$ cat config.mk
export PLATFORM = sky130hd
export DESIGN_NAME = controle_navegacao
export DESIGN_NICKNAME = d
export VERILOG_FILES = /design/src/rtl/nav_pkg.sv /design/src/rtl/filtro_entrada.sv /design/src/rtl/controle_navegacao.sv
export SDC_FILE = /design/constraint.sdc
export NUM_CORES = 1
export LEC_CHECK = 0
export CAP_MARGIN = 15
export CORE_MARGIN = 2
export CORE_UTILIZATION = 42
export CTS_BUF_LIST = sky130_fd_sc_hd__clkbuf_8
export CTS_CLUSTER_SIZE = 28
export DETAILED_ROUTE_END_ITERATION = 7
export PLACE_DENSITY = 0.63
export SYNTH_ARGS = -nofsm -noshare
export SYNTH_HDL_FRONTEND = slang
export SYNTH_SLANG_ARGS = --single-unit
$ cat constraint.sdc
create_clock -name clk -period 2.25 [get_ports clk]
set_clock_uncertainty 0.15 [all_clocks]
set_input_delay 0.3375 -clock clk [delete_from_list [all_inputs] [get_ports clk]]
set_output_delay 0.3375 -clock clk [all_outputs]
set_load 0.03 [all_outputs]
$ cat src/rtl/nav_pkg.sv
// Shared types and default timing for the vacuum-robot navigation controller.
package nav_pkg;

  typedef enum logic [2:0] {
    S_DESLIGADO = 3'd0,
    S_PARADO    = 3'd1,
    S_FRENTE    = 3'd2,
    S_GIRA_ESQ  = 3'd3,
    S_GIRA_DIR  = 3'd4,
    S_RECUO     = 3'd5,
    S_ERRO      = 3'd6,
    S_BAT_BAIXA = 3'd7
  } state_t;

  localparam int DEB_CYCLES_DEF  = 4;
  localparam int TURN_CYCLES_DEF = 8;

endpackage

$ cat src/rtl/filtro_entrada.sv
// One-bit input conditioner: two-flop synchroniser followed by a debounce counter.
module filtro_entrada #(
  parameter int   DEB_CYCLES = 4,
  parameter logic RESET_VAL  = 1'b0
) (
  input  logic clk,
  input  logic rst,
  input  logic din_i,
  output logic dout_o
);

  localparam int CW = $clog2(DEB_CYCLES + 1);

  logic          sync1_q, sync2_q, filt_q;
  logic [CW-1:0] cnt_q;

  always_ff @(posedge clk) begin
    if (rst) begin
      sync1_q <= RESET_VAL;
      sync2_q <= RESET_VAL;
      filt_q  <= RESET_VAL;
      cnt_q   <= '0;
    end else begin
      sync1_q <= din_i;
      sync2_q <= sync1_q;
      // Any cycle agreeing with the filtered value restarts the stability window.
      if (sync2_q == filt_q) begin
        cnt_q <= '0;
      end else if (cnt_q == CW'(DEB_CYCLES - 1)) begin
        filt_q <= sync2_q;
        cnt_q  <= '0;
      end else begin
        cnt_q <= cnt_q + 1'b1;
      end
    end
  end

  assign dout_o = filt_q;

endmodule

$ cat src/rtl/controle_navegacao.sv
// Navigation controller: filters the button/battery/obstacle inputs and runs the
// Moore motion FSM with its timed turn/reverse counter.
module controle_navegacao
  import nav_pkg::*;
#(
  parameter int DEB_CYCLES  = DEB_CYCLES_DEF,
  parameter int TURN_CYCLES = TURN_CYCLES_DEF
) (
  input  logic       clk,
  input  logic       rst,
  input  logic       botao,
  input  logic       bateria,
  input  logic       F,
  input  logic       T,
  input  logic       LE,
  input  logic       LD,
  output logic       Frente,
  output logic       RotL,
  output logic       RotR,
  output logic       Atras,
  output logic       ERRO,
  output logic       ligado,
  output logic [2:0] estado
);

  localparam int TW = $clog2(TURN_CYCLES + 1);

  logic [5:0] raw_in, filt;
  assign raw_in = {LD, LE, T, F, bateria, botao};

  // Battery filter resets to "OK" so power-up never flags a low battery.
  generate
    for (genvar gi = 0; gi < 6; gi++) begin : g_filt
      filtro_entrada #(
        .DEB_CYCLES(DEB_CYCLES),
        .RESET_VAL ((gi == 1) ? 1'b1 : 1'b0)
      ) u_filt (
        .clk   (clk),
        .rst   (rst),
        .din_i (raw_in[gi]),
        .dout_o(filt[gi])
      );
    end
  endgenerate

  logic botao_f, bateria_f, f_f, t_f, le_f, ld_f;
  assign {ld_f, le_f, t_f, f_f, bateria_f, botao_f} = filt;

  state_t          state_q, state_d;
  logic [TW-1:0]   turn_cnt_q, turn_cnt_d;
  logic            turn_done, in_turn;

  assign turn_done = (turn_cnt_q == TW'(TURN_CYCLES - 1));
  assign in_turn   = (state_q == S_GIRA_ESQ) || (state_q == S_GIRA_DIR) ||
                     (state_q == S_RECUO);

  always_comb begin
    state_d = state_q;
    if (!botao_f) begin
      state_d = S_DESLIGADO;
    end else if (!bateria_f && (state_q != S_DESLIGADO)) begin
      state_d = S_BAT_BAIXA;
    end else begin
      case (state_q)
        S_DESLIGADO: if (bateria_f) state_d = S_PARADO;
        S_PARADO: begin
          if (!f_f)       state_d = S_FRENTE;
          else if (!le_f) state_d = S_GIRA_ESQ;
          else if (!ld_f) state_d = S_GIRA_DIR;
          else if (!t_f)  state_d = S_RECUO;
          else            state_d = S_ERRO;
        end
        S_FRENTE:               if (f_f) state_d = S_PARADO;
        S_GIRA_ESQ, S_GIRA_DIR: if (turn_done) state_d = S_PARADO;
        S_RECUO:                if (turn_done) state_d = S_GIRA_DIR;
        default:                state_d = state_q;
      endcase
    end

    // Counter restarts on every state entry and only runs inside timed states.
    if (state_d != state_q)  turn_cnt_d = '0;
    else if (in_turn)        turn_cnt_d = turn_cnt_q + 1'b1;
    else                     turn_cnt_d = '0;
  end

  always_ff @(posedge clk) begin
    if (rst) begin
      state_q    <= S_DESLIGADO;
      turn_cnt_q <= '0;
      Frente     <= 1'b0;
      RotL       <= 1'b0;
      RotR       <= 1'b0;
      Atras      <= 1'b0;
      ERRO       <= 1'b0;
      ligado     <= 1'b0;
      estado     <= 3'd0;
    end else begin
      state_q    <= state_d;
      turn_cnt_q <= turn_cnt_d;
      Frente     <= (state_d == S_FRENTE);
      RotL       <= (state_d == S_GIRA_ESQ);
      RotR       <= (state_d == S_GIRA_DIR);
      Atras      <= (state_d == S_RECUO);
      ERRO       <= (state_d == S_ERRO);
      ligado     <= (state_d != S_DESLIGADO);
      estado     <= state_d;
    end
  end

endmodule

**After elaboration in Yosys (flattened, before gate mapping)**

Cells that the tools add are included.

- Bits in registers: 49
- Output and inout port bits: 9
- Logic and storage cells: 102

- Add/subtract/negate cells: 7
- Eq/ne operators: 24
- Muxes and demuxes: 11
- Bitwise gates (word level): 7
- Reduce and logical (&&, ||, !) cells: 21

Operators with widths:

| cell | count |
|---|---|
| 3-bit by 2-bit == test with 1-bit output (second input constant) | 10 |
| 3-bit two-way mux | 8 |
| 3-bit OR reduction | 7 |
| 3-bit by 1-bit adder with 3-bit output (second input constant) | 6 |
| 3-bit == test (second input constant) | 5 |
| 3-bit one-hot mux with 5 select lines | 1 |
| 2-bit AND reduction | 6 |
| 1-bit inverter | 7 |
| 1-bit == test | 6 |
| 3-bit nonzero test | 2 |
| 4-bit by 1-bit adder with 4-bit output (second input constant) | 1 |
| 4-bit by 3-bit == test with 1-bit output (second input constant) | 1 |
| 2-bit two-way mux | 2 |
| 3-bit by 1-bit == test with 1-bit output (second input constant) | 1 |
| 3-bit zero test | 1 |
| 3-bit != test | 1 |
| 1-bit logical OR | 2 |
| 2-bit OR reduction | 1 |
| 1-bit logical AND | 1 |
| 1-bit zero test | 1 |

**Logic depth before layout (Yosys ltp)**

Gate-level depths: netlist (run 1).

- Word-level depth: 9
- Gate-level depth with buffers: 6
- Depth with buffers taken out: 6

**Hierarchy**

Synthesis (run 1) repeated with hierarchy kept, for this count alone.

- Cell total of the unflattened synthesis: 184
- Area total of the unflattened synthesis: 1994.4 um^2

By module, submodules not included:

| module | instances | cells an instance | area an instance (um^2) | sequential area each (um^2) |
|---|---|---|---|---|
| filtro_entrada (g_filt[0].u_filt ...) | 5 | 17 | 211.5 | 120.1 |
| controle_navegacao | 1 | 82 | 723.2 | 260.2 |
| filtro_entrada (g_filt[1].u_filt) | 1 | 17 | 214.0 | 120.1 |

**Worst setup path before layout (run 1)**

Ideal clock, no wire load.

- Kind: reg2reg
- Start: register state_q[0]
- End: register turn_cnt_q[1]
- Library setup time: 73 ps
- Data arrival time: 1659 ps
- Slack: 368 ps
- Cell stages (with the launch flop): 7
- Period minus slack after synthesis: 1882 ps
- Path through: dfxtp_1 -> buf_4 -> inv_1 -> a2111oi_4 -> nor3_2 -> o31a_1 -> nor3b_2

- Word-level cells in the longest chain between the ends: 7
- Elaborated cells between the ends (all ways): 21
- Those cells by class: eq/ne (6); mux (7); bitwise (1); reduce/logical (7)

RTL lines:

| item | line | text |
|---|---|---|
| from (decl) | controle_navegacao.sv:49 | `state_t state_q, state_d;` |
| from (signal assigned) | controle_navegacao.sv:98 | `state_q <= state_d;` |
| 3-bit by 2-bit == test with 1-bit output or 3-bit == test (tied branches) | controle_navegacao.sv:54, controle_navegacao.sv:64 |  |
| 2-bit OR reduction | controle_navegacao.sv:64 | `case (state_q)` |
| 3-bit one-hot mux with 5 select lines | controle_navegacao.sv:64 |  |
| 3-bit two-way mux | controle_navegacao.sv:61 | `end else if (!bateria_f && (state_q != S_DESLIGADO)) begin` |
| 3-bit two-way mux | controle_navegacao.sv:59 | `if (!botao_f) begin` |
| 3-bit != test | controle_navegacao.sv:81 | `if (state_d != state_q) turn_cnt_d = '0;` |
| 3-bit OR reduction (no source line) (*) | -- |  |
| to (signal assigned) | controle_navegacao.sv:99 | `turn_cnt_q <= turn_cnt_d;` |
| to (decl) | controle_navegacao.sv:50 | `logic [TW-1:0] turn_cnt_q, turn_cnt_d;` |

Every way passes the cells marked *; elsewhere a longest branch is shown, timed or not.
A chain may end at the register's enable or synchronous reset.

==> flow_metrics.env, run 1 <==
export IMPL_status="complete, no violations"
export IMPL_cp_start_kind="flip-flop"
export IMPL_tightest_slew_ns=0.475
export IMPL_cts_sinks=49
export IMPL_fin_nets=238
export IMPL_crit_path_max_fanout=13
export IMPL_drc=0
export IMPL_htree_levels=2
export IMPL_grt_pass1_wl_um=5040
export IMPL_synth_simple_area_share_pct=23.3
export IMPL_port_buffers=16
export IMPL_finalCriticalPeriod_ns=2.17
export IMPL_worstPathRequired_ns=1.76
export IMPL_postLayoutCellArea_um2=2220
export IMPL_use_met1_pct=14.5
export IMPL_gr_usage_all_layers_pct=12.5
export IMPL_n_fill_cell=427
export IMPL_clockRootBuffer="clkbuf_8"
export IMPL_postCtsSetupBuffers=0
export IMPL_final_hold_violation_count=0
export IMPL_wl_per_cell_um=9.94
export IMPL_vdd_drop_max_mv=0.407
export IMPL_dpl_cell_area_um2=2140
export IMPL_cpPeakStageDelay_ns=0.76
export IMPL_vias_per_cell=4.73
export IMPL_drt_total_wl_um=2680
export IMPL_crit_type="flip-flop to output port"
export IMPL_initialDrtViolationCount=67
export IMPL_period_share_pct=96.3
export IMPL_worstPathCellList="clkdlybuf4s50_1"
export IMPL_synthXorXnorAreaFrac_pct=3.62
export IMPL_ant_nets=0
export IMPL_dp_hpwl_um=1950
export IMPL_final_setup_tns_ns=0
export IMPL_grtUsageMet3_pct=3.80
export IMPL_cts_buffer_depth=2
export IMPL_power_frac_comb_pct=2.7
export IMPL_p_sw_mw=0.280
export IMPL_slew_viol_final=0
export IMPL_clkPwrFrac_pct=33.6
export IMPL_ys_async_sr_fraction_pct=0
export IMPL_p_seq_share_pct=63.7
export IMPL_met2_usage_pct=20.9
export IMPL_holdCritPathClass="flip-flop to flip-flop"
export IMPL_maxCapViolations=0
export IMPL_gr_total_overflow=0
export IMPL_p_leak_nw=0.868
export IMPL_setup_viol=0
export IMPL_synth_edf_count=0
export IMPL_ys_types=37
export IMPL_die_w_um=71.9
export IMPL_p_sw_share_pct=20.1
export IMPL_synth_seq_cells=49
export IMPL_hold_slack_ns=0.261
export IMPL_final_cell_mix="48 x dfxtp_1, 31 x nor2_1, 20 x inv_1, 16 x clkdlybuf4s50_1, 15 x nor2b_1"
export IMPL_netlist_area_um2=1940
export IMPL_synthAdderAreaFrac_pct=8.40
export IMPL_clkLatencyLatePin_ns=0.29
export IMPL_grt_pass1_vias=1245
export IMPL_crit_family="buffers and inverters"
export IMPL_synth_warnings=0
export IMPL_antenna_found_initial=0
export IMPL_rows=24
export IMPL_synth_compound_area_share_pct=6.66
export IMPL_die_area_um2=5170
export IMPL_vias=1276
export IMPL_diodes=0
export IMPL_fmax_mhz=461
export IMPL_grt_max_degree=24
export IMPL_drive_gt1_share_pct=6.88
export IMPL_start_util_pct=44.1
export IMPL_relSlewSlack_pct=68.3
export IMPL_ys_flop_type="dfxtp_1"
export IMPL_syn_to_final_growth_pct=14.7
export IMPL_die_h_um=71.9
export IMPL_post_synth_cell_area_avg_um2=9.73
export IMPL_syn_inst=199
export IMPL_cp_slowest_cell="clkdlybuf4s50_1"
export IMPL_synth_mux_area_share_pct=2.59
export IMPL_rsz0062_at_grt="false"
export IMPL_worst_path_buf_inv=1
export IMPL_coreArea_um2=4380
export IMPL_crit_arrival_ns=1.68
export IMPL_p_int_mw=1.11
export IMPL_layout_commonest_cell="dfxtp_1"
export IMPL_syn_nets=220
export IMPL_grt_busiest_layer="met2"
export IMPL_power_mw=1.39
export IMPL_clkSlewWorstSetupHoldPaths_ns=0.08
export IMPL_synth_top_family_by_area="simple AND/OR/NAND/NOR gates"
export IMPL_ys_seq_area_share_pct=50.7
export IMPL_gp_congestion=0.856
export IMPL_io_pins=17
export IMPL_cp_end_kind="output port"
export IMPL_first_pass_iters=4
export IMPL_p_per_area_nw_per_um2=626
export IMPL_finalCoreUtilization_pct=50.7
export IMPL_cts_buffers=5
export IMPL_cts_tree="built"
## cell type report
| cell class | count | area, um^2 | share of cell area [%] |
|---|---|---|---|
| clock buffer | 5 | 68.8 | 3.10 |
| clock inverter | 3 | 11.3 | 0.507 |
| inverter | 17 | 63.8 | 2.87 |
| multi-input combinational | 127 | 862 | 38.8 |
| sequential | 49 | 982 | 44.2 |
| tap | 52 | 65.1 | 2.93 |
| timing repair buffer | 17 | 168 | 7.55 |
## power groups by stage
| stage | Combinational [mW] | Clock, mW | Sequential, mW |
|---|---|---|---|
| global placement | 0.0377 | 0 | 0.905 |
| global route | 0.0426 | 0.525 | 0.887 |
| CTS | 0.0382 | 0.488 | 0.885 |
| finish | 0.0372 | 0.468 | 0.885 |
| floorplan | 0.0209 | 0 | 0.904 |
| detailed placement | 0.0380 | 0 | 0.906 |
## registers in the layout, indices dropped and copies added (netlist names)
name	count
g_filt.u_filt.sync2_q	6
state_q	3
g_filt.u_filt.cnt_q	18
RotL	1
g_filt.u_filt.sync1_q	6
turn_cnt_q	4
Frente	1
RotR	1
g_filt.u_filt.dout_o	6
Atras	1
ERRO	1
ligado	1
## what timing repair did
action,in CTS,in global routing
hold buffers,0,0
endpoints found under the hold margin,0,0
setup endpoints to repair,0,1
gates resized for setup,0,1
## kinds of logic (layout without fill, tap and decap cells)
group	Yosys count	count (layout)
adders and majority gates	13	13
DFF	49	49
buffers and inverters	23	42
muxes	5	5
xor gates and xnor gates	8	8
and+or+nand+nor	85	85
AOI/OAI and AO/OA	16	16
## worst paths after layout
check	startpoint	to	slack, ns	cells past startpoint
worst max-delay path	state_q[2]	estado[2]	0.08	1
worst max register to register	turn_cnt_q[0]	turn_cnt_q[2]	0.32	6
worst min register to register	g_filt[1].u_filt.sync1_q	g_filt[1].u_filt.sync2_q	0.26	1
worst min-delay path	g_filt[1].u_filt.sync1_q	g_filt[1].u_filt.sync2_q	0.26	1
## stage by stage
stage	worst slack, ns	cells
6_report	0.0831	270
4_1_cts	0.0548	270
2_1_floorplan	0.368	199
3_3_place_gp	0.386	262
3_5_place_dp	0.335	262
5_1_grt	0.0199	270
## per-layer routing
layer,up-vias,part of all wire [%]
li1,685,-
met2,17,45
met5,-,0
met3,8,4.6
met1,566,48
met4,0,1.5
## synthesized netlist by cell type (4+ instances only)
| library cell | instances | area share, % |
|---|---|---|
| dfxtp_1 | 49 | 51 |
| xnor2_1 | 6 | 2.7 |
| mux2i_1 | 5 | 2.6 |
| nand2_1 | 10 | 1.9 |
| a21oi_1 | 4 | 1.0 |
| nor2_1 | 31 | 6.0 |
| inv_1 | 17 | 3.3 |
| or3_1 | 7 | 2.3 |
| nor2b_1 | 15 | 4.8 |
| nand3_1 | 5 | 1.3 |
| ha_1 | 13 | 8.4 |
Note: power is estimated with default switching activity, not from simulation.
==> run 2: changes to the inputs <==
- ABC_AREA: default -> 1
- GPL_ROUTABILITY_DRIVEN: default -> 0
==> flow_metrics.env, run 2 <==
export IMPL_synth_top_family_by_area="simple AND/OR/NAND/NOR gates"
export IMPL_antenna_found_initial=0
export IMPL_die_w_um=73.9
export IMPL_maxCapViolations=0
export IMPL_coreArea_um2=4720
export IMPL_dp_hpwl_um=2550
export IMPL_htree_levels=2
export IMPL_fin_nets=290
export IMPL_synth_warnings=0
export IMPL_final_hold_violation_count=0
export IMPL_synth_simple_area_share_pct=26.3
export IMPL_syn_to_final_growth_pct=15.4
export IMPL_diodes=0
export IMPL_worstPathCellList="clkdlybuf4s50_1"
export IMPL_start_util_pct=43.5
export IMPL_dp_slack_ns=0.460
export IMPL_synth_mux_area_share_pct=0
export IMPL_io_pins=17
export IMPL_r2r_end="turn_cnt_q[3]"
export IMPL_clkLatencyLatePin_ns=0.30
export IMPL_crit_arrival_ns=1.63
export IMPL_hold_depth=2
export IMPL_rr_startpoint="state_q[2]"
export IMPL_drt_total_wl_um=3250
export IMPL_cts_resized=0
export IMPL_syn_nets=269
export IMPL_cts_buffer_depth=2
export IMPL_synth_seq_cells=49
export IMPL_synth_most_common_cell="dfxtp_1"
export IMPL_finalCriticalPeriod_ns=2.11
export IMPL_die_area_um2=5460
export IMPL_rows=25
export IMPL_first_pass_iters=4
export IMPL_largest_register_ffs=18
export IMPL_synth_area_leaders="dfxtp_1 48%, nor2_1 8.4%, ha_1 7.9%"
export IMPL_top_register="g_filt.u_filt.cnt_q"
export IMPL_port_buffers=16
export IMPL_synth_top_cell_by_area="dfxtp_1"
export IMPL_clockRootBuffer="clkbuf_8"
export IMPL_crit_family="buffers and inverters"
export IMPL_tightest_slew_ns=0.411
export IMPL_ant_nets=0
export IMPL_cts_buffers=5
export IMPL_multi_input_area_um2=867
export IMPL_ys_seq_area_share_pct=47.8
export IMPL_vias_per_cell=4.49
export IMPL_cts_tree="built"
export IMPL_cts_sinks=49
export IMPL_p_per_area_nw_per_um2=597
export IMPL_ys_flop_type="dfxtp_1"
export IMPL_ff2ff_path_depth=11
export IMPL_cpPeakStageDelay_ns=0.75
export IMPL_initialDrtViolationCount=36
export IMPL_crit_type="flip-flop to output port"
export IMPL_synth_edf_count=0
export IMPL_postCtsSetupBuffers=0
export IMPL_gr_total_overflow=0
export IMPL_cp_start_kind="flip-flop"
export IMPL_synth_compound_area_share_pct=7.13
export IMPL_drc=0
export IMPL_n_fill_cell=449
export IMPL_ys_types=29
export IMPL_gr_usage_all_layers_pct=14.4
export IMPL_synth_top_area_share_pct=47.8
export IMPL_cp_end_kind="output port"
export IMPL_vias=1514
export IMPL_grt_max_degree=15
export IMPL_grt_pass1_vias=1432
export IMPL_synthXorXnorAreaFrac_pct=0.853
export IMPL_holdCritPathClass="flip-flop to flip-flop"
export IMPL_status="complete, no violations"
export IMPL_final_cell_mix="49 x dfxtp_1, 46 x nor2_1, 41 x inv_1, 28 x nand2_1, 16 x clkdlybuf4s50_1"
export IMPL_die_h_um=73.9
export IMPL_worst_path_buf_inv=1
export IMPL_wl_per_cell_um=9.64
export IMPL_netlist_area_um2=2050
export IMPL_hold_slack_ns=0.256
export IMPL_setup_viol=0
export IMPL_finalCoreUtilization_pct=50.1
export IMPL_crit_path_max_fanout=9
export IMPL_power_mw=1.41
export IMPL_period_share_pct=94.0
export IMPL_reg2reg_setup_slack_ns=0.48
export IMPL_syn_inst=248
export IMPL_hold_start="g_filt[0].u_filt.sync1_q"
export IMPL_fin_ws_ns=0.136
export IMPL_vdd_drop_max_mv=0.392
export IMPL_layout_commonest_cell="dfxtp_1"
export IMPL_p_leak_nw=1.01
export IMPL_grt_pass1_wl_um=5930
export IMPL_slew_viol_final=0
export IMPL_register_area_um2=981
export IMPL_synthAdderAreaFrac_pct=7.92
export IMPL_drive_gt1_share_pct=14.4
export IMPL_fmax_mhz=473
export IMPL_relSlewSlack_pct=72.5
export IMPL_whs_endpoint="g_filt[0].u_filt.sync2_q"
export IMPL_synth_common_cells="49 x dfxtp_1, 46 x nor2_1, 39 x inv_1"
export IMPL_rsz0062_at_grt="false"
export IMPL_ys_async_sr_fraction_pct=0
export IMPL_worstPathRequired_ns=1.76
export IMPL_clkSlewWorstSetupHoldPaths_ns=0.08
export IMPL_final_setup_tns_ns=0
export IMPL_cp_slowest_cell="clkdlybuf4s50_1"
export IMPL_post_synth_cell_area_avg_um2=8.28
export IMPL_cts_hold_buf=0
==> run 2: final cells by class <==
class                      instances  share of cell area, %
sequential                        49                   41.4
multi-input combinational        149                   36.6
timing repair buffer              19                   7.71
inverter                          45                   7.18
tap                               67                   3.54
clock buffer                       5                   2.91
clock inverter                     3                  0.634
==> run 2: cell families (layout without fill, tap and decap cells) <==
| family | after synthesis | in the layout |
|---|---|---|
| compound gates | 26 | 26 |
| fa+ha+maj | 13 | 13 |
| xor+xnor | 2 | 2 |
| simple gates | 108 | 108 |
| flops | 49 | 49 |
| buf+inv | 50 | 72 |
==> run 2: worst max-delay path by stage <==
| stage | slack [ns] | from | depth (start not counted) | end |
|---|---|---|---|---|
| 5_1_grt | 0.06 | state_q[0] | 1 | estado[0] |
| 3_5_place_dp | 0.46 | state_q[0] | 1 | estado[0] |
| 2_1_floorplan | 0.53 | state_q[1] | 12 | turn_cnt_q[2] |
| 4_1_cts | 0.13 | state_q[0] | 1 | estado[0] |
| 6_report | 0.14 | state_q[0] | 1 | estado[0] |
| 3_3_place_gp | 0.46 | state_q[0] | 1 | estado[0] |
==> run 2: routing by layer <==
layer,part of all wire [%],global-route usage (%),vias up
met5,0,0,-
met4,2.8,8.89,0
met3,2.6,3.29,9
met2,46,23.0,20
met1,48,17.4,674
li1,-,-,811
==> run 2: stage by stage <==
stage / instances / cell area, um^2
after floorplan: 248 / 2050
after global placement: 329 / 2280
after detailed placement: 329 / 2280
after CTS: 337 / 2370
after global routing: 337 / 2370
final: 337 / 2370
==> run 2: power breakdown <==
group          switching (mW)  leakage, nW  total (mW)  internal, mW
combinational          0.0212        0.562      0.0432        0.0220
sequential            0.00591        0.398       0.886         0.880
clock                   0.273       0.0467       0.484         0.211
total                   0.300         1.01        1.41          1.11
==> run 3: changes to the inputs <==
- SYNTH_HIERARCHICAL: default -> 1
==> flow_metrics.env, run 3 <==
export IMPL_status="complete, no violations"
export IMPL_rr_startpoint="turn_cnt_q[0]"
export IMPL_final_cell_mix="52 x nor2_1, 49 x dfxtp_1, 49 x inv_1, 36 x nand2_1, 16 x clkdlybuf4s50_1"
export IMPL_dpl_cell_area_um2=2350
export IMPL_ys_flop_type="dfxtp_1"
export IMPL_grt_pass1_wl_um=5690
export IMPL_crit_path_max_fanout=8
export IMPL_syn_nets=286
export IMPL_clkPwrFrac_pct=33.6
export IMPL_ys_types=25
export IMPL_relSlewSlack_pct=76.0
export IMPL_synth_top_area_share_pct=47.0
export IMPL_crit_arrival_ns=1.57
export IMPL_io_pins=17
export IMPL_p_sw_mw=0.292
export IMPL_whs_endpoint="g_filt[2].u_filt/sync2_q"
export IMPL_vdd_drop_max_mv=0.339
export IMPL_drt_total_wl_um=3100
export IMPL_finalCoreUtilization_pct=51.1
export IMPL_hold_depth=2
export IMPL_cts_sinks=49
export IMPL_worstPathRequired_ns=1.76
export IMPL_synth_edf_count=0
export IMPL_hold_slack_ns=0.251
export IMPL_post_synth_cell_area_avg_um2=7.88
export IMPL_grt_pass1_vias=1399
export IMPL_p_leak_nw=1.06
export IMPL_cts_buffers=5
export IMPL_die_area_um2=5550
export IMPL_postLayoutCellArea_um2=2430
export IMPL_crit_family="buffers and inverters"
export IMPL_p_per_area_nw_per_um2=579
export IMPL_cts_resized=0
export IMPL_setup_viol=0
export IMPL_placedCellCount=350
export IMPL_diodes=0
export IMPL_coreArea_um2=4750
export IMPL_cts_hold_buf=0
export IMPL_worstPathCellList="clkdlybuf4s50_1"
export IMPL_rows=25
export IMPL_gr_usage_all_layers_pct=13.4
export IMPL_antenna_found_initial=0
export IMPL_synth_area_leaders="dfxtp_1 47%, nor2_1 9.4%, inv_1 8.6%"
export IMPL_period_share_pct=91.3
export IMPL_synth_warnings=6
export IMPL_hold_start="g_filt[2].u_filt/sync1_q"
export IMPL_ys_async_sr_fraction_pct=0
export IMPL_cp_end_kind="output port"
export IMPL_vias=1529
export IMPL_dp_hpwl_um=2370
export IMPL_fmax_mhz=487
export IMPL_maxCapViolations=0
export IMPL_clockRootBuffer="clkbuf_8"
export IMPL_p_seq_share_pct=63.0
export IMPL_ys_seq_area_share_pct=47.0
export IMPL_crit_type="flip-flop to output port"
export IMPL_die_h_um=74.5
export IMPL_p_int_mw=1.11
export IMPL_final_setup_tns_ns=0
export IMPL_fin_cells=358
export IMPL_synth_top_cell_by_area="dfxtp_1"
export IMPL_htree_levels=2
export IMPL_finalCriticalPeriod_ns=2.05
export IMPL_reg2reg_setup_slack_ns=0.53
export IMPL_holdCritPathClass="flip-flop to flip-flop"
export IMPL_drive_gt1_share_pct=16.8
export IMPL_start_util_pct=43.9
export IMPL_ant_nets=0
export IMPL_syn_to_final_growth_pct=16.4
export IMPL_vias_per_cell=4.27
export IMPL_final_hold_violation_count=0
export IMPL_die_w_um=74.5
export IMPL_netlist_area_um2=2090
export IMPL_synth_most_common_cell="nor2_1"
export IMPL_port_buffers=16
export IMPL_slew_viol_final=0
export IMPL_r2r_end="turn_cnt_q[3]"
export IMPL_cts_buffer_depth=2
export IMPL_gr_total_overflow=0
export IMPL_critPathLaunch="state_q[0]"
export IMPL_initialDrtViolationCount=84
export IMPL_clkLatencyLatePin_ns=0.29
export IMPL_first_pass_iters=4
export IMPL_clkSlewWorstSetupHoldPaths_ns=0.08
export IMPL_fin_nets=311
export IMPL_synth_seq_cells=49
export IMPL_syn_inst=265
export IMPL_ff2ff_path_depth=10
export IMPL_cts_tree="built"
export IMPL_synth_common_cells="52 x nor2_1, 49 x dfxtp_1, 48 x inv_1"
export IMPL_p_sw_share_pct=20.8
export IMPL_drc=0
export IMPL_rsz0062_at_grt="false"
export IMPL_cp_start_kind="flip-flop"
export IMPL_top_register="g_filt.u_filt/cnt_q"
export IMPL_grt_max_degree=19
export IMPL_worst_path_buf_inv=1
export IMPL_power_frac_comb_pct=3.4
export IMPL_path_depth=1
export IMPL_postCtsSetupBuffers=0
export IMPL_wl_per_cell_um=8.65
export IMPL_cp_slowest_cell="clkdlybuf4s50_1"
export IMPL_cpPeakStageDelay_ns=0.74
export IMPL_tightest_slew_ns=0.360
export IMPL_largest_register_ffs=18
export IMPL_layout_commonest_cell="nor2_1"
-- run 3: changes by cell type after synthesis, sizes merged --
cell    change
clkbuf      -1
o211ai      -5
nor3        +5
nor4        -2
buf         -4
nor2       +10
inv         +9
nand2      +10
o21ai       -6
nand3       +7
o21bai      +2
a21oi       -8
-- run 3: cell type report --
cell class | instances | area [um^2]
multi-input combinational | 162 | 903
timing repair buffer | 18 | 175
fill | 470 | 2330
clock buffer | 5 | 68.8
tap | 67 | 83.8
clock inverter | 3 | 13.8
inverter | 54 | 203
sequential | 49 | 981
-- run 3: power by group through the flow --
| stage | Clock [mW] | Combinational [mW] | Sequential (mW) |
|---|---|---|---|
| 4_1_cts | 0.501 | 0.0489 | 0.886 |
| 6_report | 0.473 | 0.0479 | 0.886 |
| 3_5_place_dp | 0 | 0.0486 | 0.906 |
| 2_1_floorplan | 0 | 0.0225 | 0.905 |
| 3_3_place_gp | 0 | 0.0473 | 0.906 |
| 5_1_grt | 0.530 | 0.0561 | 0.887 |
-- run 3: through the flow --
step / total power [mW] / worst slack [ns]
final: 1.41 / 0.196
after global routing: 1.47 / 0.136
after CTS: 1.44 / 0.185
after detailed placement: 0.955 / 0.514
after global placement: 0.953 / 0.506
after floorplan: 0.928 / 0.528
-- run 3: routing by layer --
layer,wire [um],GRT usage (%),up-vias
li1,-,-,847
met1,1460,16.4,660
met2,1450,21.9,17
met3,127,4.07,5
met4,59,5.95,0
met5,0,0,-
-- run 3: tightest hold or removal path: stages (launching register included) --
cell and delay (ns):
dfxtp_1 0.30, inv_1 0.04, nor2_1 0.03
-- run 3: logic make-up (layout without fill, tap and decap cells) --
| family | count (synthesis) | in the layout | share of synthesized area [%] |
|---|---|---|---|
| xor+xnor | 2 | 2 | 0.839 |
| compound gates | 9 | 9 | 2.94 |
| fa+ha+maj | 13 | 13 | 7.79 |
| flops | 49 | 49 | 47.0 |
| simple gates | 138 | 138 | 31.7 |
| buf+inv | 54 | 80 | 9.71 |
-- run 3: worst max path at each step --
stage	to	slack [ns]
after floorplan	turn_cnt_q[2]	0.53
after global placement	estado[0]	0.51
after detailed placement	estado[0]	0.51
after CTS	estado[0]	0.19
after global routing	estado[0]	0.14
final	estado[0]	0.20
